**config.mk**
```make
export PLATFORM = sky130hd
export DESIGN_NAME = uart_word_bridge
export DESIGN_NICKNAME = d
export VERILOG_FILES = /design/src/rtl/uart_bridge_pkg.sv /design/src/rtl/uart_word_fifo.sv /design/src/rtl/uart_word_bridge.sv
export SDC_FILE = /design/constraint.sdc
export NUM_CORES = 1
export LEC_CHECK = 0
export ABC_CLOCK_PERIOD_IN_PS = 3650
export CORE_MARGIN = 2
export CORE_UTILIZATION = 45
export DETAILED_ROUTE_END_ITERATION = 6
export HOLD_SLACK_MARGIN = 0.06
export PLACE_DENSITY_LB_ADDON = 0.3
export SYNTH_ARGS = -nofsm -noshare
export SYNTH_HDL_FRONTEND = slang
export SYNTH_SLANG_ARGS = --single-unit
```
**constraint.sdc**
```tcl
create_clock -name clk -period 3.65 [get_ports clk]
set_input_delay 0.365 -clock clk [delete_from_list [all_inputs] [get_ports clk]]
set_output_delay 0.365 -clock clk [all_outputs]
set_load 0.02 [all_outputs]
```
**src/rtl/uart_bridge_pkg.sv**
```systemverilog
// rtl/uart_bridge_pkg.sv - shared constants and TX state encoding for the UART word bridge
package uart_bridge_pkg;

  localparam int BYTES_PER_WORD = 4;
  localparam int WORD_W         = 8 * BYTES_PER_WORD;

  typedef enum logic [1:0] {
    TX_IDLE = 2'd0,
    TX_SEND = 2'd1,
    TX_DONE = 2'd2
  } tx_state_t;

endpackage

```
**src/rtl/uart_word_fifo.sv**
```systemverilog
// rtl/uart_word_fifo.sv - synchronous word FIFO with registered full/empty flags
module uart_word_fifo #(
  parameter int DEPTH = 4,
  parameter int WIDTH = 32
) (
  input  logic                       clk,
  input  logic                       rst_n,
  input  logic                       push,
  input  logic [WIDTH-1:0]           push_data,
  input  logic                       pop,
  output logic [WIDTH-1:0]           pop_data,
  output logic                       full,
  output logic                       empty,
  output logic [$clog2(DEPTH):0]     count
);

  localparam int AW = $clog2(DEPTH);

  logic [WIDTH-1:0] mem [DEPTH];
  logic [AW-1:0]    wr_ptr;
  logic [AW-1:0]    rd_ptr;
  logic [AW:0]      count_next;
  logic             do_push;
  logic             do_pop;

  assign do_push  = push & ~full;
  assign do_pop   = pop & ~empty;
  assign pop_data = mem[rd_ptr];

  always_comb begin
    count_next = count;
    case ({do_push, do_pop})
      2'b10:   count_next = count + 1'b1;
      2'b01:   count_next = count - 1'b1;
      default: count_next = count;
    endcase
  end

  // Flags are registered from the next count so they change on the same edge as count.
  always_ff @(posedge clk or negedge rst_n) begin
    if (!rst_n) begin
      wr_ptr <= '0;
      rd_ptr <= '0;
      count  <= '0;
      empty  <= 1'b1;
      full   <= 1'b0;
    end else begin
      if (do_push) wr_ptr <= wr_ptr + 1'b1;
      if (do_pop)  rd_ptr <= rd_ptr + 1'b1;
      count <= count_next;
      empty <= (count_next == '0);
      full  <= (count_next == (AW+1)'(DEPTH));
    end
  end

  always_ff @(posedge clk) begin
    if (do_push) mem[wr_ptr] <= push_data;
  end

endmodule

```
**src/rtl/uart_word_bridge.sv**
```systemverilog
// rtl/uart_word_bridge.sv - packs UART bytes into 32-bit command words and serializes response words
module uart_word_bridge #(
  parameter int          FIFO_DEPTH        = 4,
  parameter int unsigned RX_TIMEOUT_CYCLES = 2500000
) (
  input  logic        clk,
  input  logic        rst_n,
  input  logic [7:0]  rx_byte,
  input  logic        rx_byte_valid,
  output logic [7:0]  tx_byte,
  output logic        tx_byte_valid,
  input  logic        tx_ready,
  output logic        uart_rx_empty,
  output logic        uart_tx_empty,
  input  logic        uart_read,
  output logic        uart_read_response,
  output logic [31:0] uart_read_data,
  input  logic        uart_write,
  input  logic [31:0] uart_write_data,
  output logic        uart_write_response,
  output logic        rx_overflow
);

  import uart_bridge_pkg::*;

  localparam int CW   = $clog2(FIFO_DEPTH) + 1;
  localparam int TO_W = (RX_TIMEOUT_CYCLES > 1) ? $clog2(RX_TIMEOUT_CYCLES + 1) : 1;
  localparam bit TO_EN = (RX_TIMEOUT_CYCLES != 0);

  logic [1:0]        byte_idx;
  logic [23:0]       asm_low;
  logic              push_pend;
  logic [WORD_W-1:0] push_word;
  logic [TO_W-1:0]   to_cnt;
  logic              to_expired;

  logic              fifo_full;
  logic              fifo_empty;
  logic [CW-1:0]     fifo_count;
  logic [WORD_W-1:0] fifo_head;
  logic              read_q;
  logic              rd_accept;

  tx_state_t         tx_state;
  logic [WORD_W-1:0] tx_word;
  logic [1:0]        tx_idx;

  assign to_expired = TO_EN && ((32'(to_cnt) + 32'd1) >= RX_TIMEOUT_CYCLES);
  assign rd_accept  = uart_read & ~read_q & ~fifo_empty;
  assign uart_rx_empty = fifo_empty;

  uart_word_fifo #(
    .DEPTH (FIFO_DEPTH),
    .WIDTH (WORD_W)
  ) u_fifo (
    .clk       (clk),
    .rst_n     (rst_n),
    .push      (push_pend),
    .push_data (push_word),
    .pop       (rd_accept),
    .pop_data  (fifo_head),
    .full      (fifo_full),
    .empty     (fifo_empty),
    .count     (fifo_count)
  );

  // Byte lanes 0..2 are staged; the 4th byte completes the word and schedules a push.
  always_ff @(posedge clk or negedge rst_n) begin
    if (!rst_n) begin
      byte_idx    <= 2'd0;
      asm_low     <= '0;
      push_pend   <= 1'b0;
      push_word   <= '0;
      to_cnt      <= '0;
      rx_overflow <= 1'b0;
    end else begin
      push_pend <= 1'b0;
      if (push_pend && fifo_full) rx_overflow <= 1'b1;
      if (rx_byte_valid) begin
        to_cnt   <= '0;
        byte_idx <= byte_idx + 2'd1;
        case (byte_idx)
          2'd0: asm_low[7:0]   <= rx_byte;
          2'd1: asm_low[15:8]  <= rx_byte;
          2'd2: asm_low[23:16] <= rx_byte;
          default: begin
            push_word <= {rx_byte, asm_low};
            push_pend <= 1'b1;
          end
        endcase
      end else if (TO_EN && byte_idx != 2'd0) begin
        if (to_expired) begin
          byte_idx <= 2'd0;
          to_cnt   <= '0;
        end else begin
          to_cnt <= to_cnt + 1'b1;
        end
      end
    end
  end

  // A held uart_read only pops once: acceptance needs the rising edge.
  always_ff @(posedge clk or negedge rst_n) begin
    if (!rst_n) begin
      read_q             <= 1'b0;
      uart_read_response <= 1'b0;
      uart_read_data     <= '0;
    end else begin
      read_q             <= uart_read;
      uart_read_response <= rd_accept;
      if (rd_accept) uart_read_data <= fifo_head;
    end
  end

  always_ff @(posedge clk or negedge rst_n) begin
    if (!rst_n) begin
      tx_state            <= TX_IDLE;
      tx_word             <= '0;
      tx_idx              <= 2'd0;
      tx_byte             <= 8'd0;
      tx_byte_valid       <= 1'b0;
      uart_tx_empty       <= 1'b1;
      uart_write_response <= 1'b0;
    end else begin
      case (tx_state)
        TX_IDLE: begin
          uart_write_response <= 1'b0;
          if (uart_write) begin
            tx_word       <= uart_write_data;
            tx_idx        <= 2'd0;
            tx_byte       <= uart_write_data[7:0];
            tx_byte_valid <= 1'b1;
            uart_tx_empty <= 1'b0;
            tx_state      <= TX_SEND;
          end
        end
        TX_SEND: begin
          if (tx_ready) begin
            if (tx_idx == 2'd3) begin
              tx_byte             <= 8'd0;
              tx_byte_valid       <= 1'b0;
              uart_write_response <= 1'b1;
              tx_state            <= TX_DONE;
            end else begin
              tx_idx <= tx_idx + 2'd1;
              case (tx_idx)
                2'd0:    tx_byte <= tx_word[15:8];
                2'd1:    tx_byte <= tx_word[23:16];
                default: tx_byte <= tx_word[31:24];
              endcase
            end
          end
        end
        TX_DONE: begin
          uart_write_response <= 1'b0;
          uart_tx_empty       <= 1'b1;
          tx_state            <= TX_IDLE;
        end
        default: tx_state <= TX_IDLE;
      endcase
    end
  end

endmodule

```
Word level (Yosys, flattened, before mapping):

Memory sizes are Yosys's and may differ from the RTL's. A register that Yosys moved wholly into a read port is not among the register bits.
Cells that the tools add are included.

* output and inout bits: 46
* input port bits: 46
* memories kept: 1
* memory bits (writable): 128
* register bits after elaboration: 140

Memories
* u_fifo.mem: depth 4, bits a word 32, rd ports 1, clocked after Yosys merged registers in 1, wr ports 1, RTL line uart_word_fifo.sv:19 `logic [WIDTH-1:0] mem [DEPTH];`

* order comparisons: 1
* add/sub/neg operators: 8
* bitwise gates (word level): 8
* equal/unequal tests: 13
* multiplexer cells: 33
* reductions and logical operators: 26

Operators by type and width (count)
* 22-bit two-way mux: 3
* 8-bit case mux with 2 select lines: 2
* 8-bit two-way mux: 3
* 22-bit by 1-bit adder with 23-bit output (second input constant): 1
* 23-bit by 22-bit greater-or-equal comparator with 1-bit output (second input constant): 1
* 22-bit by 1-bit adder with 22-bit output (second input constant): 1
* 2-bit two-way mux: 9
* 2-bit AND reduction: 7
* 2-bit nonzero test: 6
* 1-bit two-way mux: 10
* 3-bit AND reduction: 3
* 2-bit by 1-bit adder with 2-bit output (second input constant): 4
* 2-bit by 1-bit equality test with 1-bit output (second input constant): 4
* 2-bit equality test (second input constant): 4
* 2-bit != test (second input constant): 4
* 2-bit case mux with 2 select lines: 2
* 4-bit AND reduction: 2
* 2-bit zero test: 3
* 1-bit case mux with 2 select lines: 3
* 3-bit case mux with 2 select lines: 1
* 1-bit AND: 4
* 1-bit inverter: 4
* 3-bit by 1-bit adder with 3-bit output (second input constant): 1
* 3-bit equality test (second input constant): 1
* 6 further kinds: 6

Depth between registers and ports, before layout:

* depth in word-level cells: 7
* mapped depth: 11
* gate-level depth less buffers: 9

Hierarchy:

Synthesis repeated with hierarchy kept, for this count alone.

* cell total of the unflattened synthesis: 806
* area, all modules: 12250.5 µm²

By module, submodules not included
* uart_word_bridge: instances 1, cells an instance 589, seq. area each 3880.0 µm², area each 7079.3 µm²
* uart_word_fifo: instances 1, cells an instance 217, seq. area each 4070.2 µm², area each 5171.2 µm²

Least setup slack after synthesis:

No wires, ideal clock.

* path kind: register to register
* start: reg u_fifo.empty
* end: reg u_fifo.full
* slack: 0.928 ns
* cell stages (with the launch flop): 9
* buffers on the path: 1
* period minus slack after synthesis: 2.722 ns
* data arrival time: 2.649 ns
* cell sequence: dfstp_2 -> nor3b_1 -> clkbuf_1 -> ha_1 -> inv_1 -> fa_1 -> o21ai_0 -> or2_2 -> nor2b_1

* word-level cells in the longest chain between the ends: 6
* elaborated cells on any way between the ends: 7
* classes of those cells: eq/ne (3); mux (1); bitwise (3)

RTL lines
* start, declared: RTL line uart_word_fifo.sv:13 `output logic empty,`
* start signal, assigned: RTL line uart_word_fifo.sv:51 `empty <= (count_next == '0);`
* 1-bit inverter (*): RTL line uart_word_bridge.sv:49 `assign rd_accept = uart_read & ~read_q & ~fifo_empty;`
* 1-bit AND (*): RTL line uart_word_bridge.sv:49
* named net rd_accept: RTL line uart_word_bridge.sv:42 `logic rd_accept;`
* 1-bit AND (*): RTL line uart_word_fifo.sv:27 `assign do_pop = pop & ~empty;`
* 2-bit by 1-bit equality test with 1-bit output or 2-bit equality test (tied branches): RTL line uart_word_fifo.sv:32 `case ({do_push, do_pop})`
* 3-bit case mux with 2 select lines (*): RTL line uart_word_fifo.sv:32
* named net u_fifo.count_next[1]: RTL line uart_word_fifo.sv:22 `logic [AW:0] count_next;`
* 3-bit equality test (*): RTL line uart_word_fifo.sv:52 `full <= (count_next == (AW+1)'(DEPTH));`
* end signal, assigned: RTL line uart_word_fifo.sv:52
* end, declared: RTL line uart_word_fifo.sv:12 `output logic full,`

Mark *: on every way through the listed nets, which the timed path passes. The rest lies on a longest branch.
A chain may end at the register's enable or synchronous reset.

Final worst setup path:

* start: reg to_cnt[0]
* end: reg to_cnt[4]

* word-level cells in the longest chain between the ends: 5
* elaborated cells on any way between the ends: 6
* classes of those cells: add/sub (2); order compare (1); mux (3)

RTL lines
* start, declared: RTL line uart_word_bridge.sv:34 `logic [TO_W-1:0] to_cnt;`
* start signal, assigned: RTL line uart_word_bridge.sv:96 `to_cnt <= to_cnt + 1'b1;`
* 22-bit by 1-bit adder with 23-bit output: RTL line uart_word_bridge.sv:48 `assign to_expired = TO_EN && ((32'(to_cnt) + 32'd1) >= RX_TIMEOUT_CYCLES);`
* 23-bit by 22-bit greater-or-equal comparator with 1-bit output: RTL line uart_word_bridge.sv:48
* 22-bit two-way mux (*): RTL line uart_word_bridge.sv:92 `if (to_expired) begin`
* 22-bit two-way mux (*): RTL line uart_word_bridge.sv:91 `end else if (TO_EN && byte_idx != 2'd0) begin`
* 22-bit two-way mux (*): RTL line uart_word_bridge.sv:79 `if (rx_byte_valid) begin`

Mark *: on every way between the ends. The rest lies on a longest branch, timed or not. The select of a mux whose other input is x is not followed.

==> flow_metrics.py <==
metrics = {
    "clocking": {
        "clk_pin_slew_ns": 0.06,
        "cts-root-buf": "clkbuf_16",
        "cts_buffer_depth": 3,
        "cts_buffers": 30,
        "post_cts_buffers": 0,
        "cts_sinks": 292,
        "cts_resized": 0,
        "cts_tree": "built",
        "worstSkewPairLatency_ns": 0.55,
        "h-tree-depth": 1,
    },
    "place": {
        "gp_congestion": 0.857,
        "port_buffers": 91,
        "place_area_mm2": 0.0133,
        "place_ws_ns": 0.492,
        "dp_hpwl_um": 14700,
    },
    "routing": {
        "drc_errors": 7,
        "met3_length_um": 1120,
        "first_pass_iters": 7,
        "wl_per_cell_um": 18.9,
        "drt-met1-wl_um": 10200,
        "route.met2.wl_um": 11700,
        "drt-initial-drc-count": 385,
        "post_drt_via_cell_ratio": 5.49,
        "vias": 6830,
        "top_layer_used": "met4",
        "wl_um": 23600,
        "ant_nets": 0,
    },
    "floorplanning": {
        "rows": 59,
        "initial_core_util": 0.460,
        "io-pin-count": 92,
        "dieWidth_um": 167,
        "die_y_um": 167,
        "dieArea_mm2": 0.0280,
        "fp.coreArea_mm2": 0.0261,
    },
    "timing": {
        "period_minus_slack_ns": 3.18,
        "setup_slack_ns": 0.473,
        "max-slew-margin-rel": 0.396,
        "rsz0062_at_grt": "false",
        "worst_slew_pin_slew_ns": 0.906,
        "max_freq_mhz": 315,
        "fin_crit_sh": 0.870,
        "skew_ns": 0.00972,
        "finalSetupTns_ns": 0,
        "holdWs_ns": 0.297,
        "hold_viol_final": 0,
        "slew_violations": 0,
        "setup_viol": 0,
    },
    "pwr": {
        "leakage_nw": 5.48,
        "total_power_mw": 11.5,
        "powerDensity_mw_per_mm2": 808,
        "ir_drop_v": 0.000451,
    },
    "critical_path": {
        "endpoint_kind": "flop",
        "slowest_stage": "dfrtp_1",
        "reg2reg_depth": 10,
        "crit_path_cell_trace": "ha_1, nand3_1, nor4_1, xnor2_1, nand3_1, nor3_1, a21oi_2, buf_4, or4_1, o211ai_1",
        "cp.required_ns": 4.12,
        "cp.arrival_ns": 3.65,
        "cp_max_fo": 14,
        "cpMostUsedCell": "nand3_1",
        "start_kind": "flop",
        "path_class": "reg2reg",
        "slowest_delay_ns": 0.48,
    },
    "synth": {
        "synth.distinct_cells": 63,
        "async_reset_ff_frac": 0.562,
        "synth_area_per_cell_um2": 15.4,
        "ys_seq_area_frac": 0.662,
        "synth_edf_count": 128,
        "syn_inst": 782,
        "syn_nets": 843,
        "dominantRegCellSynth": "dfrtp_1",
        "ys_ff_latch": 292,
        "synth.cell_area_mm2": 0.0120,
        "yosysWarningCount": 0,
    },
    "status": {
        "violations": "DRC",
        "outcome": "complete, but fails checks",
    },
    "final_layout": {
        "nets": 947,
        "syn2layout_area_growth_pct": 18.9,
        "layout_common_cells": "dfrtp_1, edfxtp_1, mux2_2, clkdlybuf4s50_1, nand2_1",
        "drive_above_1_share": 0.248,
        "final_cell_area_mm2": 0.0143,
        "antennaDiodeCount": 0,
        "layout_commonest_cell": "dfrtp_1",
    },
    "job": {
        "cap_violations": 0,
    },
    "global_route": {
        "track_usage": 0.172,
        "grt_pass1_wl_um": 38700,
        "grt_pass1_vias": 7185,
        "grt_overflow": 0,
        "grt_max_degree": 71,
        "antenna_found_initial": 0,
    },
    "hold_path": {
        "hold_path_class": "in2reg",
        "hold_path_depth": 1,
    },
}
==> state kept, by name (all words and copies together) (netlist names), 3 cells and up <==
name            count
tx_word            24
u_fifo.count        3
tx_byte             8
push_word          32
to_cnt             22
asm_low            24
u_fifo.mem        128
uart_read_data     32
==> cells by family after synthesis <==
kind of cell	Yosys count	synth area share
AO/OA/AOI/OAI	96	0.0557
XOR/XNOR	13	0.00947
adder cells (fa/ha/maj)	15	0.0162
buffers and inverters	58	0.0206
flip-flops	292	0.662
multiplexers	144	0.165
AND/OR/NAND/NOR	164	0.0715
==> critical path: cells and delay by family (launching register included) <==
| kind | cells | cell delay, ns |
|---|---|---|
| and+or+nand+nor | 5 | 1.72 |
| DFF | 1 | 0.48 |
| adders and majority gates | 1 | 0.27 |
| xor gates and xnor gates | 1 | 0.22 |
| AOI/OAI and AO/OA | 2 | 0.22 |
| buffers and inverters | 1 | 0.18 |
==> path summary, 6_finish.rpt <==
kind	from	end	slack [ns]
max in group asynchronous	rst_n	uart_tx_empty$_DFFE_PN1P_	2.37
min	uart_read	read_q$_DFF_PN0_	0.30
max	to_cnt[0]$_DFFE_PN0P_	to_cnt[4]$_DFFE_PN0P_	0.47
max reg2reg	to_cnt[0]$_DFFE_PN0P_	to_cnt[4]$_DFFE_PN0P_	0.47
min reg2reg	rx_overflow$_DFFE_PN0P_	rx_overflow$_DFFE_PN0P_	0.45
min in group asynchronous	rst_n	uart_read_data[15]$_DFFE_PN0P_	0.39
==> layer usage <==
metal / global-route usage / vias up
li1: - / 3157
met1: 0.228 / 3481
met2: 0.296 / 154
met3: 0.0326 / 38
met4: 0.0454 / 0
met5: 0 / -
==> cells in the mapped netlist (all sizes together), types with 10 or more instances <==
master | count | area, µm²
dfrtp | 162 | 4050
edfxtp | 128 | 3840
mux2 | 112 | 1260
nand2 | 52 | 198
nor2 | 37 | 141
mux4 | 32 | 721
inv | 21 | 78.8
buf | 19 | 97.6
clkbuf | 18 | 71.3
o21ai | 18 | 93.8
a21oi | 17 | 92.6
ha | 14 | 175
nand3 | 12 | 60.1
nand4 | 10 | 83.8
==> layout make-up <==
class | instances | area, µm²
clock inverter | 14 | 130
clock buffer | 42 | 816
inverter | 21 | 78.8
multi-input combinational | 432 | 3830
tap | 335 | 419
fill | 2174 | 11800
sequential | 292 | 7950
timing repair buffer | 109 | 1060
==> power breakdown <==
group / total, mW / internal, mW / switching (mW)
logic: 3.26 / 1.72 / 1.54
clock network: 2.88 / 1.64 / 1.24
registers: 5.40 / 4.69 / 0.702
==> through the flow <==
stage / std cells / utilization
6_report: 1245 / 0.547
5_1_grt: 1245 / 0.547
4_1_cts: 1245 / 0.547
3_5_place_dp: 1188 / 0.510
3_3_place_gp: 1188 / 0.510
2_1_floorplan: 782 / -
==> timing repair <==
action	in CTS	in global routing
endpoints found under the hold margin	66	0
setup endpoints to repair	0	0
hold buffers	1	0
No activity file was read; power rests on OpenSTA's default activity.
